==> config.mk <==
export PLATFORM = sky130hd
export DESIGN_NAME = fault_mem_cfg_flat
export DESIGN_NICKNAME = d
export VERILOG_FILES = /design/src/rtl/fault_mem_cfg_if.sv /design/src/rtl/fault_mem_cfg.sv /design/src/flat_wrapper.sv
export SDC_FILE = /design/constraint.sdc
export NUM_CORES = 1
export LEC_CHECK = 0
export CORE_UTILIZATION = 47
export DETAILED_ROUTE_END_ITERATION = 10
export DONT_BUFFER_PORTS = 1
export PLACE_DENSITY = 0.61
export SLEW_MARGIN = 30
export SYNTH_ARGS = -nofsm -noshare
export SYNTH_HDL_FRONTEND = slang
export SYNTH_SLANG_ARGS = --single-unit
==> constraint.sdc <==
create_clock -name clk -period 6.35 [get_ports clk]
set_input_delay 0.3175 -clock clk [delete_from_list [all_inputs] [get_ports clk]]
set_output_delay 0.3175 -clock clk [all_outputs]
set_load 0.01 [all_outputs]
==> src/rtl/fault_mem_cfg_if.sv <==
// Access and fault-configuration bus of fault_mem_cfg.
// No valid/ready: every clock is a command. write_read=1 stores the wdata presented one cycle earlier; write_read=0 reads and rdata follows two clocks later. cfg_we loads one fault slot.
interface fault_mem_cfg_if #(
  parameter int DATA_WIDTH = 8,
  parameter int ADDR_WIDTH = 4
);
  localparam int BIT_W = $clog2(DATA_WIDTH);

  logic                  write_read;
  logic [ADDR_WIDTH-1:0] address;
  logic [DATA_WIDTH-1:0] wdata;
  logic [DATA_WIDTH-1:0] rdata;
  logic                  cfg_we;
  logic [2:0]            cfg_slot;
  logic [2:0]            cfg_type;
  logic [ADDR_WIDTH-1:0] cfg_vaddr;
  logic [BIT_W-1:0]      cfg_vbit;
  logic [ADDR_WIDTH-1:0] cfg_aaddr;
  logic [BIT_W-1:0]      cfg_abit;
  logic                  fault_hit;
  logic [15:0]           hit_cnt;

  modport master (
    output write_read, address, wdata, cfg_we, cfg_slot, cfg_type,
           cfg_vaddr, cfg_vbit, cfg_aaddr, cfg_abit,
    input  rdata, fault_hit, hit_cnt
  );

  modport slave (
    input  write_read, address, wdata, cfg_we, cfg_slot, cfg_type,
           cfg_vaddr, cfg_vbit, cfg_aaddr, cfg_abit,
    output rdata, fault_hit, hit_cnt
  );
endinterface

==> src/rtl/fault_mem_cfg.sv <==
// Single-port behavioural memory with NUM_FAULTS runtime-programmable fault slots.
// Define FAULT_MEM_HIT_CNT_EN to enable the saturating activation counter on hit_cnt.
module fault_mem_cfg #(
  parameter int DATA_WIDTH = 8,
  parameter int ADDR_WIDTH = 4,
  parameter int CAPACITY   = 16,
  parameter int NUM_FAULTS = 2
) (
  input logic            clk,
  input logic            rst_n,
  fault_mem_cfg_if.slave bus
);
  localparam int BIT_W = $clog2(DATA_WIDTH);
  localparam logic [ADDR_WIDTH:0] CAP = (ADDR_WIDTH+1)'(CAPACITY);
  localparam logic [BIT_W:0]      DW  = (BIT_W+1)'(DATA_WIDTH);

  typedef enum logic [2:0] {
    F_NONE = 3'd0, F_SA0 = 3'd1, F_SA1 = 3'd2, F_TF_UP = 3'd3,
    F_TF_DN = 3'd4, F_CFID = 3'd5, F_NPSF = 3'd6
  } fault_e;

  logic [DATA_WIDTH-1:0] mem [CAPACITY];
  logic [DATA_WIDTH-1:0] wdata_d, stage1;
  fault_e                slot_type  [NUM_FAULTS];
  logic [ADDR_WIDTH-1:0] slot_vaddr [NUM_FAULTS];
  logic [ADDR_WIDTH-1:0] slot_aaddr [NUM_FAULTS];
  logic [BIT_W-1:0]      slot_vbit  [NUM_FAULTS];
  logic [BIT_W-1:0]      slot_abit  [NUM_FAULTS];

  logic                  in_range, hit_now, hit_q;
  logic [DATA_WIDTH-1:0] old_word, wr_word, rd_word;
  logic [NUM_FAULTS-1:0] cf_set;
  logic [ADDR_WIDTH:0]   n_up, n_dn;
  logic [BIT_W:0]        b_up, b_dn;
  logic [3:0]            pattern;

  // Slots are applied in ascending order, so a later slot overrides an earlier one on the same bit.
  always_comb begin
    in_range = {1'b0, bus.address} < CAP;
    old_word = in_range ? mem[bus.address] : '0;
    wr_word  = wdata_d;
    rd_word  = old_word;
    cf_set   = '0;
    n_up     = '0;
    n_dn     = '0;
    b_up     = '0;
    b_dn     = '0;
    pattern  = '0;
    for (int i = 0; i < NUM_FAULTS; i++) begin
      if (slot_vaddr[i] == bus.address) begin
        case (slot_type[i])
          F_SA0: begin
            wr_word[slot_vbit[i]] = 1'b0;
            rd_word[slot_vbit[i]] = 1'b0;
          end
          F_SA1: begin
            wr_word[slot_vbit[i]] = 1'b1;
            rd_word[slot_vbit[i]] = 1'b1;
          end
          F_TF_UP: if (!old_word[slot_vbit[i]] && wr_word[slot_vbit[i]]) wr_word[slot_vbit[i]] = 1'b0;
          F_TF_DN: if (old_word[slot_vbit[i]] && !wr_word[slot_vbit[i]]) wr_word[slot_vbit[i]] = 1'b1;
          F_NPSF: begin
            // Neighbours outside the array or word wrap to large values and read as 0.
            n_up = {1'b0, slot_vaddr[i]} + (ADDR_WIDTH+1)'(1);
            n_dn = {1'b0, slot_vaddr[i]} - (ADDR_WIDTH+1)'(1);
            b_up = {1'b0, slot_vbit[i]} + (BIT_W+1)'(1);
            b_dn = {1'b0, slot_vbit[i]} - (BIT_W+1)'(1);
            pattern[3] = (n_up < CAP) && mem[n_up[ADDR_WIDTH-1:0]][slot_vbit[i]];
            pattern[2] = (n_dn < CAP) && mem[n_dn[ADDR_WIDTH-1:0]][slot_vbit[i]];
            pattern[1] = (b_up < DW) && old_word[b_up[BIT_W-1:0]];
            pattern[0] = (b_dn < DW) && old_word[b_dn[BIT_W-1:0]];
            if (pattern == 4'b1110) wr_word[slot_vbit[i]] = 1'b1;
          end
          default: ;
        endcase
      end
      if (slot_type[i] == F_CFID && slot_aaddr[i] == bus.address &&
          !old_word[slot_abit[i]] && wr_word[slot_abit[i]]) begin
        if (slot_vaddr[i] == slot_aaddr[i]) wr_word[slot_vbit[i]] = 1'b1;
        else if ({1'b0, slot_vaddr[i]} < CAP) cf_set[i] = 1'b1;
      end
    end
    hit_now = in_range && (bus.write_read ? ((wr_word != wdata_d) || (|cf_set))
                                          : (rd_word != old_word));
  end

  always_ff @(posedge clk) begin
    if (bus.write_read && in_range) begin
      mem[bus.address] <= wr_word;
      for (int i = 0; i < NUM_FAULTS; i++)
        if (cf_set[i]) mem[slot_vaddr[i]][slot_vbit[i]] <= 1'b1;
    end
  end

  always_ff @(posedge clk or negedge rst_n) begin
    if (!rst_n) begin
      wdata_d       <= '0;
      stage1        <= '0;
      bus.rdata     <= '0;
      hit_q         <= 1'b0;
      bus.fault_hit <= 1'b0;
      for (int i = 0; i < NUM_FAULTS; i++) begin
        slot_type[i]  <= F_NONE;
        slot_vaddr[i] <= '0;
        slot_aaddr[i] <= '0;
        slot_vbit[i]  <= '0;
        slot_abit[i]  <= '0;
      end
    end else begin
      wdata_d <= bus.wdata;
      if (!bus.write_read) stage1 <= rd_word;
      bus.rdata     <= stage1;
      hit_q         <= hit_now;
      bus.fault_hit <= hit_q;
      for (int i = 0; i < NUM_FAULTS; i++) begin
        if (bus.cfg_we && bus.cfg_slot == 3'(i)) begin
          slot_type[i]  <= fault_e'(bus.cfg_type);
          slot_vaddr[i] <= bus.cfg_vaddr;
          slot_vbit[i]  <= bus.cfg_vbit;
          slot_aaddr[i] <= bus.cfg_aaddr;
          slot_abit[i]  <= bus.cfg_abit;
        end
      end
    end
  end

`ifdef FAULT_MEM_HIT_CNT_EN
  logic [15:0] hit_cnt_r;
  // Counts alongside fault_hit so the count already includes the pulse being shown.
  always_ff @(posedge clk or negedge rst_n) begin
    if (!rst_n) hit_cnt_r <= '0;
    else if (hit_q && hit_cnt_r != 16'hFFFF) hit_cnt_r <= hit_cnt_r + 16'd1;
  end
  assign bus.hit_cnt = hit_cnt_r;
`else
  assign bus.hit_cnt = '0;
`endif
endmodule

==> src/flat_wrapper.sv <==
// flat-port wrapper written by rule: the top's interface ports become plain ports
module fault_mem_cfg_flat 
#(
  parameter int DATA_WIDTH = 8,
  parameter int ADDR_WIDTH = 4,
  parameter int CAPACITY   = 16,
  parameter int NUM_FAULTS = 2
)
  (clk, rst_n, bus_write_read, bus_address, bus_wdata, bus_cfg_we, bus_cfg_slot, bus_cfg_type, bus_cfg_vaddr, bus_cfg_vbit, bus_cfg_aaddr, bus_cfg_abit, bus_rdata, bus_fault_hit, bus_hit_cnt);
  fault_mem_cfg_if #(.DATA_WIDTH(DATA_WIDTH), .ADDR_WIDTH(ADDR_WIDTH)) bus_i ();
  input logic clk;
  input logic rst_n;
  input wire logic [$bits(bus_i.write_read)-1:0] bus_write_read;
  input wire logic [$bits(bus_i.address)-1:0] bus_address;
  input wire logic [$bits(bus_i.wdata)-1:0] bus_wdata;
  input wire logic [$bits(bus_i.cfg_we)-1:0] bus_cfg_we;
  input wire logic [$bits(bus_i.cfg_slot)-1:0] bus_cfg_slot;
  input wire logic [$bits(bus_i.cfg_type)-1:0] bus_cfg_type;
  input wire logic [$bits(bus_i.cfg_vaddr)-1:0] bus_cfg_vaddr;
  input wire logic [$bits(bus_i.cfg_vbit)-1:0] bus_cfg_vbit;
  input wire logic [$bits(bus_i.cfg_aaddr)-1:0] bus_cfg_aaddr;
  input wire logic [$bits(bus_i.cfg_abit)-1:0] bus_cfg_abit;
  output wire logic [$bits(bus_i.rdata)-1:0] bus_rdata;
  output wire logic [$bits(bus_i.fault_hit)-1:0] bus_fault_hit;
  output wire logic [$bits(bus_i.hit_cnt)-1:0] bus_hit_cnt;
  assign bus_i.write_read = bus_write_read;
  assign bus_i.address = bus_address;
  assign bus_i.wdata = bus_wdata;
  assign bus_i.cfg_we = bus_cfg_we;
  assign bus_i.cfg_slot = bus_cfg_slot;
  assign bus_i.cfg_type = bus_cfg_type;
  assign bus_i.cfg_vaddr = bus_cfg_vaddr;
  assign bus_i.cfg_vbit = bus_cfg_vbit;
  assign bus_i.cfg_aaddr = bus_cfg_aaddr;
  assign bus_i.cfg_abit = bus_cfg_abit;
  assign bus_rdata = bus_i.rdata;
  assign bus_fault_hit = bus_i.fault_hit;
  assign bus_hit_cnt = bus_i.hit_cnt;
  fault_mem_cfg #(.DATA_WIDTH(DATA_WIDTH), .ADDR_WIDTH(ADDR_WIDTH), .CAPACITY(CAPACITY), .NUM_FAULTS(NUM_FAULTS)) u_core (.clk(clk), .rst_n(rst_n), .bus(bus_i));
endmodule
Yosys cells after proc, flatten, opt, wreduce, memory -nomap -nowiden
Memories as Yosys holds them, arrays and structs flattened.
Index checks and enable logic that the tools add are counted.
{"block": "totals", "register_bits": 60, "ramBits": 128, "inputBits": 36, "out_inout_bits": 25, "word_cells": 175, "n_memories": 1}
{"memory": "u_core.mem", "words": 16, "width": 8, "rd": 5, "rd_clocked_by_memory_dff": 0, "write_ports": 3, "line": "fault_mem_cfg.sv:22", "text": "logic [DATA_WIDTH-1:0] mem [CAPACITY];"}
{"block": "classes", "add_sub_neg": 8, "magnitude_cmp": 18, "n_eq_ne": 23, "mux": 67, "bitwise_logic": 12, "n_reduce_logical": 31}
{"op": "$mux 8", "count": 16}
{"op": "$pmux 8 s5", "count": 2}
{"op": "$bmux 1 s3", "count": 16}
{"op": "$or 8x8->8", "count": 6}
{"op": "$and 8x8->8", "count": 4}
{"op": "$lt 3x4->1 const B", "count": 8}
{"op": "$pmux 8 s2", "count": 2}
{"op": "$mux 1", "count": 29}
{"op": "$eq 4x4->1", "count": 6}
{"op": "$logic_and 1x1->1", "count": 22}
{"op": "$lt 5x5->1 const B", "count": 4}
{"op": "$eq 3x3->1 const B", "count": 6}
{"op": "$lt 4x4->1 const B", "count": 4}
{"op": "$ne 8x8->1", "count": 2}
{"op": "$not 8->8", "count": 2}
{"op": "$eq 3x2->1 const B", "count": 4}
{"op": "$add 4x1->5 const B", "count": 2}
{"op": "$sub 4x1->5 const B", "count": 2}
{"op": "$eq 3x1->1 const B", "count": 3}
{"op": "$add 3x1->4 const B", "count": 2}
{"op": "$eq 4x4->1 const B", "count": 2}
{"op": "$sub 3x1->4 const B", "count": 2}
{"op": "$demux 1 s3", "count": 2}
{"op": "$ge 3x1->1 const B", "count": 2}
{"op": "4 further kinds", "count": 9}

Depth between registers and ports, before layout
{"block": "depth", "word_depth": 27, "depth_mapped": 31, "ltp_nobuf": 22}

Least setup slack after synthesis
OpenSTA, ideal clock, no wires.
{"block": "synth_path", "kind": "register -> register", "startpoint": "register u_core.slot_vaddr[4] (netlist name)", "endpoint": "memory u_core.mem[12][2]", "setup_time_ns": 0.084, "t_arrival_ns": 6.635, "setup_slack_ns": -0.369, "stages_incl_launch_ff": 31, "period_less_slack_ns": 6.719, "path_cell_list": "dfrtp_1 > buf_6 > clkinv_1 > buf_2 > buf_2 > ha_1 > buf_2 > buf_2 > buf_1 > buf_1 > mux4_2 > nand2_1 > a21boi_0 > nor4_2 > a311oi_4 > and2_1 > o311a_1 > o311a_1 > or2_1 > buf_6 > a31o_2 > a41oi_2 > a32oi_2 > a311o_1 > o21ai_0 > a32o_2 > and3b_1 > buf_6 > nand2_4 > buf_4 > o221ai_1"}
{"element": "start, declared", "line": "fault_mem_cfg.sv:25", "text": "logic [ADDR_WIDTH-1:0] slot_vaddr [NUM_FAULTS];"}
{"element": "start signal, assigned by index", "line": "fault_mem_cfg.sv:118", "text": "slot_vaddr[i] <= bus.cfg_vaddr;"}
{"element": "end, declared", "line": "fault_mem_cfg.sv:22"}

==> run_results.csv <==
group,metric,value,unit
drt,via_per_inst,7.31,
die,die_h,196,microns
die,dieArea,0.0385,sq mm
critical_path,worstPathMaxFanout,11,
yosys,yosysWarningCount,0,
power,share_comb_of_total_power,60.9,%
sta,hold_viol,0,
finish,nFillCells,3191,
finish,multiInputGateArea,0.0135,sq mm
power,seqPwrFrac,25.3,%
sta,worst_pin_slew,0.987,ns
grt,grt_pass1_vias,17500,
sta,fin_skew,0.0297,ns
clock_tree,cts_root_buf,"clkbuf_16",
clock_tree,cts_buffer_depth,2,
critical_path,cp.required,6.67,ns
sta,worst_slack,-0.154,ns
yosys,synthSimpleGateAreaFrac,14.4,%
drt,wl,81800,microns
die,ios,61,
yosys,synth_cells,1811,
power,ir_drop,279,uV
yosys,synth.area.mux_share,32.6,%
drt,ant_nets,0,
power,power-per-cell-area,401,mW/mm^2
die,initial_core_util,48.1,%
flow_run,drv_cap,0,
finish,n_antenna_cell,0,
drt,initialDrtViolationCount,2444,
sta,finalMaxSlewViolations,0,
critical_path,crit_arrival,6.83,ns
clock_tree,clkSinkCount,188,
yosys,synthAdderAreaFrac,0.988,%
hold_path,hp-class,"in2reg",
power,p_int,0.00471,W
power,netSwitchingPower,0.00394,W
yosys,yosys.area.top_type_share,17.1,%
grt,antenna_found_initial,0,
power,sw_frac_of_total,45.5,%
die,fp.dieW,196,microns
drt,routed-via-count,18400,
clock_tree,cts_inserted_buffers,17,
critical_path,worstSetupPathType,"reg2reg",
power,p_leak,8.09,nW
drt,wl_per_cell,32.5,microns
yosys,synth_xor_area_share,2.50,%
clock_tree,clk_pin_slew,0.11,ns
finish,final_nets,2048,
power,power_frac_clock,13.8,%
clock_tree,insertion_delay,0.50,ns
die,coreArea,0.0369,sq mm
grt,grt_first_pass_wirelength,118000,microns
yosys,ys_async_sr_fraction,31.9,%
yosys,synth_top_family_by_area,"multiplexers",
sta,timing.final.crit_share,102,%
critical_path,critPathLaunchType,"flop",
placement,place.gp.congestion,1.07,
drt,route.detailed.drc,0,
run_status,violations,"setup timing",
yosys,yosysMostFrequentCell,"mux2i_1",
placement,io_buffers,0,
drt,first_pass_iters,7,
sta,fin_crit,6.50,ns
yosys,synth_compound_area_share,20.8,%
run_status,outcome,"complete, but fails checks",
yosys,post-synth-top-area-cell,"mux4_2",
yosys,yosys-top-cells-area,"mux4_2, dfxtp_1, mux2i_1, dfrtp_1, o221ai_1",
grt,grt.total_usage,41.9,%
yosys,yosys-top-cells-count,"mux2i_1, nand2_1, mux4_2, o221ai_1, dfxtp_1",
sta,fmax,154,MHz
critical_path,crit_path_end_kind,"flop",
yosys,synth_seq_area_share,22.9,%
grt,grt-ovfl-total,0,
die,rows,70,
sta,setup_viol,125,
yosys,ys_types,116,
yosys,synth-seq-cells,188,
placement,hpwl,61400,microns
finish,area_delta_synth_final,21.8,%
clock_tree,tritoncts,"built",
finish,drive_above_1_share,32.3,%
yosys,synth_edf_count,0,
clock_tree,htreeDepth,4,
sta,relSlewSlack,33.9,%
sta,rsz0062_at_grt,"true",
yosys,ys.flop_type,"dfxtp_1",
grt,grt_start_max_net_pins,61,
finish,final_core_util,58.6,%
finish,final-seq-area,0.00407,sq mm
sta,fin_setup_tns,-7.78,ns
yosys,syn_area,0.0177,sq mm
yosys,syn_avg_cell_area,9.79,sq um
==> stage by stage <==
step           total power [W]  area [sq um]  worst slack [ns]  std cells  hold WS [ns]
6_report               0.00865         21600            -0.154       2515        0.0646
5_1_grt                0.00891         21600            -0.304       2515        0.0556
4_1_cts                0.00827         21000           -0.0206       2494        0.0183
3_5_place_dp           0.00693         19700            -0.372       2422        0.0232
3_3_place_gp           0.00688         19700            -0.343       2422        0.0231
2_1_floorplan          0.00506         17900           0.00966       1826        0.0219
==> worst max-delay path, stage by stage, from the launching register on <==
cell	delay, ns
dfrtp_2	0.51
buf_4	0.25
nor3_1	0.17
buf_4	0.16
xor2_1	0.50
a41oi_2	0.29
a32o_2	0.32
or4_4	0.42
a311oi_4	0.37
a31oi_2	0.16
or4b_4	0.57
o211ai_4	0.14
o211ai_1	0.18
a22oi_4	0.33
buf_4	0.17
buf_4	0.10
and3_4	0.18
a31o_4	0.16
and3_1	0.16
o21ai_1	0.09
a32o_2	0.28
and3b_1	0.19
buf_12	0.18
buf_12	0.16
nand2_8	0.10
o221ai_1	0.13
==> power by group through the flow <==
stage	logic, W	clock network, W	registers, W
3_3_place_gp	0.00475	0	0.00213
5_1_grt	0.00548	0.00123	0.00220
6_report	0.00527	0.00120	0.00219
2_1_floorplan	0.00314	0	0.00193
4_1_cts	0.00495	0.00120	0.00212
3_5_place_dp	0.00478	0	0.00214
==> registers in the layout, indices dropped and copies added (netlist names) <==
register / cells
u_core.slot_vbit: 6
u_core.slot_abit: 6
u_core.bus.rdata: 8
u_core.wdata_d: 8
u_core.slot_aaddr: 8
u_core.slot_type: 6
u_core.bus.fault_hit: 1
u_core.hit_q: 1
u_core.mem: 128
u_core.stage1: 8
u_core.slot_vaddr: 8
==> layout make-up <==
type,instances,share of cell area [%]
clock buffer,18,2.03
sequential,188,18.8
clock inverter,14,0.828
multi-input combinational,1451,62.5
tap,504,2.92
timing repair buffer,312,12.4
inverter,28,0.510
==> timing repair <==
item,4_1_cts,5_1_grt
resized for setup,37,71
hold buffers,28,0
pin swaps,14,30
cloned,0,3
endpoints found under the hold margin,109,0
endpoints found under the setup margin,129,129
setup buffers,12,17
==> layer usage <==
metal | global-route usage [%] | part of all wire [%] | up-vias | wire length, microns
met3 | 9.39 | 11 | 341 | 9270
met5 | 1.28 | 0.060 | - | 49
met4 | 29.5 | 7.9 | 2 | 6430
li1 | - | - | 7578 | -
met2 | 63.4 | 44 | 1415 | 35600
met1 | 52.9 | 37 | 9042 | 30400
==> cells by family (layout without fill, tap and decap cells) <==
logic type / Yosys count / in the layout
xor+xnor: 48 / 48
buf+inv: 189 / 372
flops: 188 / 188
compound gates: 470 / 470
other cells: 1 / 16
fa+ha+maj: 14 / 14
simple gates: 504 / 506
mux: 397 / 397
==> final timing paths <==
path	start	cells past startpoint	slack, ns	endpoint
hold / removal	bus_cfg_vbit[0]	2	0.06	u_core.slot_vbit[3]
max in group asynchronous	rst_n	2	5.64	u_core.slot_vaddr[4]
setup reg to reg	u_core.slot_vaddr[6]	25	-0.15	u_core.mem[8][6]
hold reg to reg	u_core.hit_q	0	0.35	u_core.bus.fault_hit
setup / recovery	u_core.slot_vaddr[6]	25	-0.15	u_core.mem[8][6]
min in group asynchronous	rst_n	2	0.40	u_core.slot_aaddr[4]
==> placed cells by master (no fill, tap or decap), types with 20 or more instances in the layout <==
cell | synthesis | final
xor2_1 | 31 | 28
mux2i_1 | 207 | 198
a21oi_1 | 45 | 43
o221ai_1 | 134 | 112
nand2_1 | 163 | 163
nand4_1 | 21 | 21
dfrtp_1 | 60 | 58
buf_4 | 23 | 256
o21ai_0 | 76 | 73
nor3_1 | 34 | 31
mux4_2 | 135 | 135
o221ai_2 | 0 | 22
dlygate4sd3_1 | 0 | 27
nor2_1 | 88 | 80
inv_1 | 22 | 20
nand3_1 | 57 | 57
dfxtp_1 | 128 | 128
mux2_2 | 47 | 44
(Power assumes the default switching activity.)
